**src/rtl/ppa_slice_arbiter_if.sv**
```systemverilog
// Requester, response and shared-adder-slice signals of ppa_slice_arbiter.
// master = requesters plus external adder slice; slave = the arbiter.
interface ppa_slice_arbiter_if #(
  parameter int SLICE_W = 8,
  parameter int NSLICE  = 4
);
  localparam int W = SLICE_W * NSLICE;

  logic               req0_valid, req1_valid;
  logic               req0_ready, req1_ready;
  logic [W-1:0]       req0_a, req0_b, req1_a, req1_b;
  logic               req0_cin, req1_cin;
  logic               rsp0_valid, rsp1_valid;
  logic               rsp0_ready, rsp1_ready;
  logic [W-1:0]       rsp0_sum, rsp1_sum;
  logic               rsp0_cout, rsp1_cout;
  logic [SLICE_W-1:0] add_a, add_b, add_sum;
  logic               add_cin, add_cout;

  modport master (
    output req0_valid, req1_valid, req0_a, req0_b, req1_a, req1_b, req0_cin, req1_cin,
    output rsp0_ready, rsp1_ready, add_sum, add_cout,
    input  req0_ready, req1_ready, rsp0_valid, rsp1_valid, rsp0_sum, rsp1_sum,
    input  rsp0_cout, rsp1_cout, add_a, add_b, add_cin
  );

  modport slave (
    input  req0_valid, req1_valid, req0_a, req0_b, req1_a, req1_b, req0_cin, req1_cin,
    input  rsp0_ready, rsp1_ready, add_sum, add_cout,
    output req0_ready, req1_ready, rsp0_valid, rsp1_valid, rsp0_sum, rsp1_sum,
    output rsp0_cout, rsp1_cout, add_a, add_b, add_cin
  );
endinterface

```
**src/rtl/ppa_slice_arbiter.sv**
```systemverilog
// Round-robin arbiter time-sharing one SLICE_W adder slice for two W-bit add requesters.
// Result appears NSLICE cycles after acceptance and is held until the owner's rsp_ready.
module ppa_slice_arbiter #(
  parameter int SLICE_W = 8,
  parameter int NSLICE  = 4
) (
  input  logic               clk,
  input  logic               rst,
  ppa_slice_arbiter_if.slave bus,
  output logic               busy
);
  localparam int W  = SLICE_W * NSLICE;
  localparam int KW = (NSLICE > 1) ? $clog2(NSLICE) : 1;

  typedef enum logic [1:0] {IDLE, RUN, RESP} state_t;

  state_t        state_q, state_d;
  logic [KW-1:0] k_q, k_d;
  logic [W-1:0]  a_q, a_d, b_q, b_d, result_q, result_d;
  logic          cin_q, cin_d, carry_q, carry_d;
  logic          owner_q, owner_d, last_grant_q, last_grant_d;
  logic          grant0, grant1, owner_rsp_ready;

  always_ff @(posedge clk or posedge rst) begin
    if (rst) begin
      state_q      <= IDLE;
      k_q          <= '0;
      a_q          <= '0;
      b_q          <= '0;
      result_q     <= '0;
      cin_q        <= 1'b0;
      carry_q      <= 1'b0;
      owner_q      <= 1'b0;
      last_grant_q <= 1'b1;
    end else begin
      state_q      <= state_d;
      k_q          <= k_d;
      a_q          <= a_d;
      b_q          <= b_d;
      result_q     <= result_d;
      cin_q        <= cin_d;
      carry_q      <= carry_d;
      owner_q      <= owner_d;
      last_grant_q <= last_grant_d;
    end
  end

  // On a tie the requester not granted last wins; ready is held low during reset.
  assign grant0 = !rst && bus.req0_valid && (!bus.req1_valid || last_grant_q);
  assign grant1 = !rst && bus.req1_valid && (!bus.req0_valid || !last_grant_q);
  assign owner_rsp_ready = owner_q ? bus.rsp1_ready : bus.rsp0_ready;

  always_comb begin
    state_d        = state_q;
    k_d            = k_q;
    a_d            = a_q;
    b_d            = b_q;
    result_d       = result_q;
    cin_d          = cin_q;
    carry_d        = carry_q;
    owner_d        = owner_q;
    last_grant_d   = last_grant_q;
    bus.req0_ready = 1'b0;
    bus.req1_ready = 1'b0;
    bus.add_a      = '0;
    bus.add_b      = '0;
    bus.add_cin    = 1'b0;
    case (state_q)
      IDLE: begin
        bus.req0_ready = grant0;
        bus.req1_ready = grant1;
        if (grant0 || grant1) begin
          owner_d      = grant1;
          last_grant_d = grant1;
          a_d          = grant1 ? bus.req1_a : bus.req0_a;
          b_d          = grant1 ? bus.req1_b : bus.req0_b;
          cin_d        = grant1 ? bus.req1_cin : bus.req0_cin;
          k_d          = '0;
          state_d      = RUN;
        end
      end
      RUN: begin
        bus.add_a   = a_q[k_q*SLICE_W +: SLICE_W];
        bus.add_b   = b_q[k_q*SLICE_W +: SLICE_W];
        bus.add_cin = (k_q == '0) ? cin_q : carry_q;
        result_d[k_q*SLICE_W +: SLICE_W] = bus.add_sum;
        carry_d = bus.add_cout;
        if (k_q == KW'(NSLICE - 1)) begin
          k_d     = '0;
          state_d = RESP;
        end else begin
          k_d = k_q + KW'(1);
        end
      end
      RESP: begin
        if (owner_rsp_ready) state_d = IDLE;
      end
      default: state_d = IDLE;
    endcase
  end

  // The carry register holds the top slice's carry-out once the operation completes.
  assign bus.rsp0_valid = (state_q == RESP) && !owner_q;
  assign bus.rsp1_valid = (state_q == RESP) && owner_q;
  assign bus.rsp0_sum   = result_q;
  assign bus.rsp1_sum   = result_q;
  assign bus.rsp0_cout  = carry_q;
  assign bus.rsp1_cout  = carry_q;
  assign busy           = (state_q != IDLE);
endmodule

```
**src/flat_wrapper.sv**
```systemverilog
// flat-port wrapper written by rule: the top's interface ports become plain ports
module ppa_slice_arbiter_flat 
#(
  parameter int SLICE_W = 8,
  parameter int NSLICE  = 4
)
  (clk, rst, busy, bus_req0_valid, bus_req1_valid, bus_req0_a, bus_req0_b, bus_req1_a, bus_req1_b, bus_req0_cin, bus_req1_cin, bus_rsp0_ready, bus_rsp1_ready, bus_add_sum, bus_add_cout, bus_req0_ready, bus_req1_ready, bus_rsp0_valid, bus_rsp1_valid, bus_rsp0_sum, bus_rsp1_sum, bus_rsp0_cout, bus_rsp1_cout, bus_add_a, bus_add_b, bus_add_cin);
  ppa_slice_arbiter_if #(.SLICE_W(SLICE_W), .NSLICE(NSLICE)) bus_i ();
  input  logic clk;
  input  logic rst;
  output logic busy;
  input wire logic [$bits(bus_i.req0_valid)-1:0] bus_req0_valid;
  input wire logic [$bits(bus_i.req1_valid)-1:0] bus_req1_valid;
  input wire logic [$bits(bus_i.req0_a)-1:0] bus_req0_a;
  input wire logic [$bits(bus_i.req0_b)-1:0] bus_req0_b;
  input wire logic [$bits(bus_i.req1_a)-1:0] bus_req1_a;
  input wire logic [$bits(bus_i.req1_b)-1:0] bus_req1_b;
  input wire logic [$bits(bus_i.req0_cin)-1:0] bus_req0_cin;
  input wire logic [$bits(bus_i.req1_cin)-1:0] bus_req1_cin;
  input wire logic [$bits(bus_i.rsp0_ready)-1:0] bus_rsp0_ready;
  input wire logic [$bits(bus_i.rsp1_ready)-1:0] bus_rsp1_ready;
  input wire logic [$bits(bus_i.add_sum)-1:0] bus_add_sum;
  input wire logic [$bits(bus_i.add_cout)-1:0] bus_add_cout;
  output wire logic [$bits(bus_i.req0_ready)-1:0] bus_req0_ready;
  output wire logic [$bits(bus_i.req1_ready)-1:0] bus_req1_ready;
  output wire logic [$bits(bus_i.rsp0_valid)-1:0] bus_rsp0_valid;
  output wire logic [$bits(bus_i.rsp1_valid)-1:0] bus_rsp1_valid;
  output wire logic [$bits(bus_i.rsp0_sum)-1:0] bus_rsp0_sum;
  output wire logic [$bits(bus_i.rsp1_sum)-1:0] bus_rsp1_sum;
  output wire logic [$bits(bus_i.rsp0_cout)-1:0] bus_rsp0_cout;
  output wire logic [$bits(bus_i.rsp1_cout)-1:0] bus_rsp1_cout;
  output wire logic [$bits(bus_i.add_a)-1:0] bus_add_a;
  output wire logic [$bits(bus_i.add_b)-1:0] bus_add_b;
  output wire logic [$bits(bus_i.add_cin)-1:0] bus_add_cin;
  assign bus_i.req0_valid = bus_req0_valid;
  assign bus_i.req1_valid = bus_req1_valid;
  assign bus_i.req0_a = bus_req0_a;
  assign bus_i.req0_b = bus_req0_b;
  assign bus_i.req1_a = bus_req1_a;
  assign bus_i.req1_b = bus_req1_b;
  assign bus_i.req0_cin = bus_req0_cin;
  assign bus_i.req1_cin = bus_req1_cin;
  assign bus_i.rsp0_ready = bus_rsp0_ready;
  assign bus_i.rsp1_ready = bus_rsp1_ready;
  assign bus_i.add_sum = bus_add_sum;
  assign bus_i.add_cout = bus_add_cout;
  assign bus_req0_ready = bus_i.req0_ready;
  assign bus_req1_ready = bus_i.req1_ready;
  assign bus_rsp0_valid = bus_i.rsp0_valid;
  assign bus_rsp1_valid = bus_i.rsp1_valid;
  assign bus_rsp0_sum = bus_i.rsp0_sum;
  assign bus_rsp1_sum = bus_i.rsp1_sum;
  assign bus_rsp0_cout = bus_i.rsp0_cout;
  assign bus_rsp1_cout = bus_i.rsp1_cout;
  assign bus_add_a = bus_i.add_a;
  assign bus_add_b = bus_i.add_b;
  assign bus_add_cin = bus_i.add_cin;
  ppa_slice_arbiter #(.SLICE_W(SLICE_W), .NSLICE(NSLICE)) u_core (.clk(clk), .rst(rst), .bus(bus_i), .busy(busy));
endmodule
```
**config.mk**
```make
export PLATFORM = sky130hd
export DESIGN_NAME = ppa_slice_arbiter_flat
export DESIGN_NICKNAME = d
export VERILOG_FILES = /design/src/rtl/ppa_slice_arbiter_if.sv /design/src/rtl/ppa_slice_arbiter.sv /design/src/flat_wrapper.sv
export SDC_FILE = /design/constraint.sdc
export NUM_CORES = 1
export LEC_CHECK = 0
export BUFFER_PORTS_ARGS = -buffer_cell sky130_fd_sc_hd__clkbuf_2
export CORE_ASPECT_RATIO = 1.75
export CORE_MARGIN = 5
export CORE_UTILIZATION = 50
export CTS_BUF_LIST = sky130_fd_sc_hd__clkbuf_4 sky130_fd_sc_hd__clkbuf_8
export DETAILED_ROUTE_END_ITERATION = 10
export PLACE_DENSITY = 0.82
export SETUP_SLACK_MARGIN = 0.02
export SKIP_LAST_GASP = 1
export SLEW_MARGIN = 20
export SYNTH_ARGS = -nofsm -noshare
export SYNTH_HDL_FRONTEND = slang
export SYNTH_SLANG_ARGS = --single-unit
```
**constraint.sdc**
```tcl
create_clock -name clk -period 6.4 [get_ports clk]
set_clock_uncertainty 0.05 [all_clocks]
set_input_delay 1.28 -clock clk [delete_from_list [all_inputs] [get_ports clk]]
set_output_delay 1.28 -clock clk [all_outputs]
set_load 0.01 [all_outputs]
```
==> results.sh, run 1 <==
export IMPL_status="completed"
export IMPL_hold_viol=0
export IMPL_core_um2=11200
export IMPL_fin_cells=897
export IMPL_clk_pin_slew_worst_paths_ns=0.10
export IMPL_nNetsFinal=911
export IMPL_gp_congestion=0.889
export IMPL_start_kind="input pin"
export IMPL_synth_seq_area_share=0.456
export IMPL_htreeDepth=3
export IMPL_cts_tree="yes"
export IMPL_cts_buffers=9
export IMPL_synth_flop_cell="dfrtp_1"
export IMPL_cp_data_required_time_ns=5.07
export IMPL_power_density_nw_per_um2=473
export IMPL_dr_pass1_iters=6
export IMPL_hold_path_class="register to register"
export IMPL_clockBufferDepth=2
export IMPL_drtIter0Drc=470
export IMPL_post_cts_setup_buffer_count=0
export IMPL_grt_usage=0.259
export IMPL_synth_edf_count=0
export IMPL_die_x_um=90.8
export IMPL_postRouteWirelength_mm=18.1
export IMPL_synth_top_area_cell="dfrtp_1"
export IMPL_maxCapViolCount=0
export IMPL_port_buffers=232
export IMPL_rrSetupSlack_ns=3.68
export IMPL_vias=5543
export IMPL_die_h_um=151
export IMPL_first_global_vias=5537
export IMPL_wl_per_cell_um=20.1
export IMPL_antenna_found_initial=0
export IMPL_setup_tns_ns=0
export IMPL_ys_ff_latch=104
export IMPL_n_antenna_cell=0
export IMPL_period_share=0.638
export IMPL_die_area_um2=13700
export IMPL_power_static_leakage_nw=3.10
export IMPL_synth_top_area_share=0.451
export IMPL_overflow=0
export IMPL_cts_hold_buf=0
export IMPL_ios=233
export IMPL_fin_crit_ns=4.08
export IMPL_cts_root_buf="clkbuf_8"
export IMPL_post_synth_instance_area_um2=5710
export IMPL_cp_arrival_ns=2.75
export IMPL_synth_area_leaders="dfrtp_1, a31oi_1, o21ai_0, mux4_2, a21oi_1"
export IMPL_dp_cells=881
export IMPL_synth_distinct_cells=37
export IMPL_rsz0062_at_grt="no"
export IMPL_drc=0
export IMPL_slew_violations=0
export IMPL_cts_resized=0
export IMPL_place_ws_ns=2.36
export IMPL_fmax_ghz=0.245
export IMPL_timing_rr_start="u_core.k_q[1]"
export IMPL_slew_headroom=0.302
export IMPL_ys_warn_count=0
export IMPL_vias_per_cell=6.18
export IMPL_worst_slack_ns=2.32
export IMPL_clkLatencyLatePin_ns=0.37
export IMPL_drive_gt1_frac=0.371
export IMPL_worstRegToRegCells=5
export IMPL_synth_area_per_cell_um2=9.44
export IMPL_worstSetupEndpoint="bus_req0_ready"
export IMPL_initial_core_util=0.511
export IMPL_setup_viol=0
export IMPL_grt_pass1_wl_mm=28.3
export IMPL_hpwlAfterDp_mm=13.4
export IMPL_r2r_end="u_core.bus.rsp0_sum[21]"
export IMPL_path_max_fanout=71
export IMPL_fillCellCount=982
export IMPL_worst_slew_pin_slew_ns=1.05
export IMPL_regArea_um2=2600
export IMPL_drtAntennaViolNets=0
export IMPL_power_total_mw=3.19
export IMPL_vdd_drop_max_v=0.000302
export IMPL_critPathKind="input pin to primary output"
export IMPL_clock_sinks=104
export IMPL_synth_fp_nets=756
export IMPL_synthCells=605
export IMPL_rows=51
export IMPL_multiInputGateArea_um2=2580
export IMPL_endpoint_kind="primary output"
export IMPL_async_flop_share=1.00
export IMPL_critPathLaunch="rst"
export IMPL_synthToLayoutAreaGrowth_pct=18.1
export IMPL_grt_start_max_net_pins=72
[placed cells by master, fill, tap and decap left out, types with 2 or more instances in the layout]
master      netlist  layout
o21ai_0          72      72
o21ai_1          10      10
nand3_1          65      65
inv_1             4       3
nor2_1            3       3
ha_1              6       6
mux2i_1           2       2
clkbuf_2          0     232
nor2b_1           3       2
dfrtp_1         103     103
nand2_1          40      39
clkbuf_8          0      10
a22o_1           17      17
clkinvlp_4        0       3
clkinv_2          0       2
buf_4            34       5
a21oi_1          67      67
mux4_2           16      16
nand3b_1          2       2
a31oi_1          66      66
and2_1           18      17
[Yosys cell counts, drive strengths merged (2+ instances only)]
cell type,number
inv,4
nand2,40
nor4b,2
nand3b,3
nor3,2
nand2b,2
nor2b,3
and2,19
ha,6
clkbuf,36
mux2i,2
nor2,3
or2,2
buf,57
a31oi,66
mux4,16
o21ai,82
nand3,65
dfrtp,103
a21oi,67
a22o,17
[cells by family (layout without fill, tap and decap cells)]
kind of cell,count (synthesis),in the layout,share of synthesized area
AO/OA/AOI/OAI,235,235,0.233
adder cells (fa/ha/maj),6,6,0.0131
buffers and inverters,97,257,0.0957
flip-flops,104,104,0.456
multiplexers,18,18,0.0666
AND/OR/NAND/NOR,145,145,0.135
[worst min-delay path by stage]
stage,depth (start not counted),startpoint,end
floorplan,1,u_core.owner_q,u_core.owner_q
global placement,2,u_core.bus.rsp0_sum[22],u_core.bus.rsp0_sum[22]
detailed placement,2,u_core.bus.rsp0_sum[22],u_core.bus.rsp0_sum[22]
CTS,2,u_core.bus.rsp0_sum[22],u_core.bus.rsp0_sum[22]
global route,2,u_core.bus.rsp0_sum[22],u_core.bus.rsp0_sum[22]
finish,2,u_core.bus.rsp0_sum[22],u_core.bus.rsp0_sum[22]
[power by group]
part,internal (mW),switching (mW)
clock network,0.155,0.226
logic,0.691,0.869
registers,0.975,0.272
[routing by layer]
metal | up-vias | track usage | wire length, um
li1 | 2502 | - | -
met1 | 2605 | 0.297 | 6260
met2 | 371 | 0.428 | 9090
met3 | 65 | 0.0626 | 1600
met4 | 0 | 0.171 | 1130
met5 | - | 0 | 0
[metrics by stage]
step	cell area [um2]	hold slack, ns	util
2_1_floorplan	5710	0.458	-
5_1_grt	6740	0.506	0.604
3_5_place_dp	6560	0.440	0.587
3_3_place_gp	6560	0.434	0.587
6_report	6740	0.458	0.604
4_1_cts	6730	0.462	0.603
[layout make-up]
type,instances,area share
clock buffers,11,0.0215
clock inverters,5,0.00483
inverters,4,0.00260
multi-input cells,404,0.383
flip-flops and latches,104,0.386
well taps,132,0.0245
repair buffers,237,0.178
[state kept, by name, indices dropped and copies added (netlist names)]
signal,flops
u_core.b_q,32
u_core.k_q,2
u_core.state_q,2
u_core.cin_q,1
u_core.owner_q,1
u_core.last_grant_q,1
u_core.a_q,32
u_core.bus.rsp0_cout,1
u_core.bus.rsp0_sum,32
[worst max-delay path, cell delays in order]
cell and delay (ns):
clkbuf_2 0.14, nor3_4 0.12, buf_4 0.60, nand2_1 0.26, a21oi_1 0.17, clkbuf_2 0.15
Note: power is estimated with default switching activity, not from simulation.
==> inputs of run 2 (changes only) <==
==> constraint.sdc (replaced) <==
create_clock -name clk -period 4.02 [get_ports clk]
set_clock_uncertainty 0.05 [all_clocks]
set_input_delay 0.804 -clock clk [delete_from_list [all_inputs] [get_ports clk]]
set_output_delay 0.804 -clock clk [all_outputs]
set_load 0.01 [all_outputs]
==> results.sh, run 2 (same netlist as run 1, synthesis figures left out) <==
export IMPL_status="completed"
export IMPL_rsz0062_at_grt="no"
export IMPL_cp_arrival_ns=2.11
export IMPL_grt_start_max_net_pins=67
export IMPL_hold_path_class="register to register"
export IMPL_clk_pin_slew_worst_paths_ns=0.09
export IMPL_drtAntennaViolNets=0
export IMPL_multiInputGateArea_um2=2570
export IMPL_nNetsFinal=915
export IMPL_worst_slew_pin_slew_ns=1.07
export IMPL_gp_congestion=0.873
export IMPL_cts_hold_buf=0
export IMPL_vdd_drop_max_v=0.000521
export IMPL_p_int_mw=3.02
export IMPL_postRouteWirelength_mm=17.9
export IMPL_htreeDepth=3
export IMPL_clkLatencyLatePin_ns=0.37
export IMPL_cp_data_required_time_ns=3.17
export IMPL_period_share=0.738
export IMPL_slew_violations=0
export IMPL_power_static_leakage_nw=3.14
export IMPL_p_sw_frac=0.416
export IMPL_synthToLayoutAreaGrowth_pct=19.0
export IMPL_rows=51
export IMPL_drtIter0Drc=360
export IMPL_crit_family="simple AND/OR/NAND/NOR gates"
export IMPL_fmax_ghz=0.337
export IMPL_post_cts_setup_buffer_count=0
export IMPL_critPathKind="register to primary output"
export IMPL_switchingPower_mw=2.15
export IMPL_final_cell_mix="clkbuf_2, dfrtp_1, o21ai_0"
export IMPL_ios=233
export IMPL_drive_gt1_frac=0.373
export IMPL_hold_viol=0
export IMPL_clockBufferDepth=2
export IMPL_postLayoutCoreUtil=0.608
export IMPL_cts_resized=0
export IMPL_crit_cells=3
export IMPL_wl_per_cell_um=19.9
export IMPL_port_buffers=232
export IMPL_start_kind="register"
export IMPL_r2r_end="u_core.b_q[1]"
export IMPL_crit_chain="nor2b_2, and2_1, clkbuf_2"
export IMPL_crit_buf_inv=1
export IMPL_rrSetupSlack_ns=1.72
export IMPL_vias_per_cell=6.16
export IMPL_endpoint_kind="primary output"
export IMPL_power_frac_seq=0.378
export IMPL_vias=5535
export IMPL_grt_usage=0.252
export IMPL_clock_sinks=104
export IMPL_maxCapViolCount=0
export IMPL_cts_tree="yes"
export IMPL_worstRegToRegCells=4
export IMPL_timing_rr_start="u_core.state_q[0]"
export IMPL_final_common_cell="clkbuf_2"
export IMPL_die_h_um=151
export IMPL_path_max_fanout=21
export IMPL_fillCellCount=968
export IMPL_power_density_nw_per_um2=761
export IMPL_hpwlAfterDp_mm=13.5
export IMPL_cts_buffers=9
export IMPL_max_stage_delay_ns=0.82
export IMPL_dr_pass1_iters=5
export IMPL_die_area_um2=13700
export IMPL_critPathLaunch="u_core.state_q[0]"
export IMPL_core_um2=11200
export IMPL_antenna_found_initial=0
export IMPL_worstSetupEndpoint="bus_add_a[6]"
export IMPL_initial_core_util=0.511
export IMPL_critPathSlowestCell="nor2b_2"
export IMPL_drc=0
export IMPL_p_clk_frac=0.135
export IMPL_setup_viol=0
export IMPL_grt_pass1_wl_mm=27.5
export IMPL_fin_crit_ns=2.97
export IMPL_setup_tns_ns=0
export IMPL_first_global_vias=5452
export IMPL_n_antenna_cell=0
export IMPL_cts_root_buf="clkbuf_8"
export IMPL_overflow=0
export IMPL_regArea_um2=2600
export IMPL_die_x_um=90.8
export IMPL_combinationalPowerShare=0.486
export IMPL_slew_headroom=0.289
[run 2: metal layers]
metal,global-route usage,routed length (um)
met1,0.288,6190
met2,0.425,9090
met3,0.0611,1580
met4,0.151,1050
met5,0,0
[run 2: final cells by class]
type                            instances  area share
Clock inverter                          4      0.0103
Clock buffer                           10      0.0203
Sequential cell                       104       0.383
Timing Repair Buffer                  241       0.181
Inverter                                4     0.00258
Tap cell                              132      0.0243
Multi-Input combinational cell        404       0.378
[run 2: worst min path at each step]
stage	startpoint	endpoint	slack [ns]	cells past startpoint
finish	u_core.bus.rsp0_sum[14]	u_core.bus.rsp0_sum[14]	0.46	2
global placement	u_core.bus.rsp0_sum[11]	u_core.bus.rsp0_sum[11]	0.43	2
floorplan	u_core.owner_q	u_core.owner_q	0.46	1
detailed placement	u_core.bus.rsp0_sum[10]	u_core.bus.rsp0_sum[10]	0.44	2
global route	u_core.bus.rsp0_sum[17]	u_core.bus.rsp0_sum[17]	0.50	2
CTS	u_core.bus.rsp0_sum[10]	u_core.bus.rsp0_sum[10]	0.46	2
[run 2: stage by stage]
stage	std cells	area, um2	hold WS (ns)	total power, mW	worst slack [ns]
2_1_floorplan	605	5710	0.458	3.71	0.435
3_3_place_gp	885	6590	0.433	4.39	1.45
3_5_place_dp	885	6590	0.441	4.49	1.38
4_1_cts	899	6790	0.462	5.18	1.02
5_1_grt	899	6790	0.502	5.51	0.934
6_report	899	6790	0.457	5.17	1.05
[run 2: worst min-delay path: stages (launching register included)]
cell	delay (ns)
dfrtp_1	0.37
nand2_1	0.05
o21ai_0	0.06
[run 2: power by group through the flow]
stage | clock (mW) | combinational [mW] | sequential (mW)
after CTS | 0.707 | 2.53 | 1.95
after floorplan | 0 | 1.83 | 1.88
after global placement | 0 | 2.46 | 1.93
after global routing | 0.744 | 2.76 | 2.01
final | 0.699 | 2.51 | 1.96
after detailed placement | 0 | 2.52 | 1.97
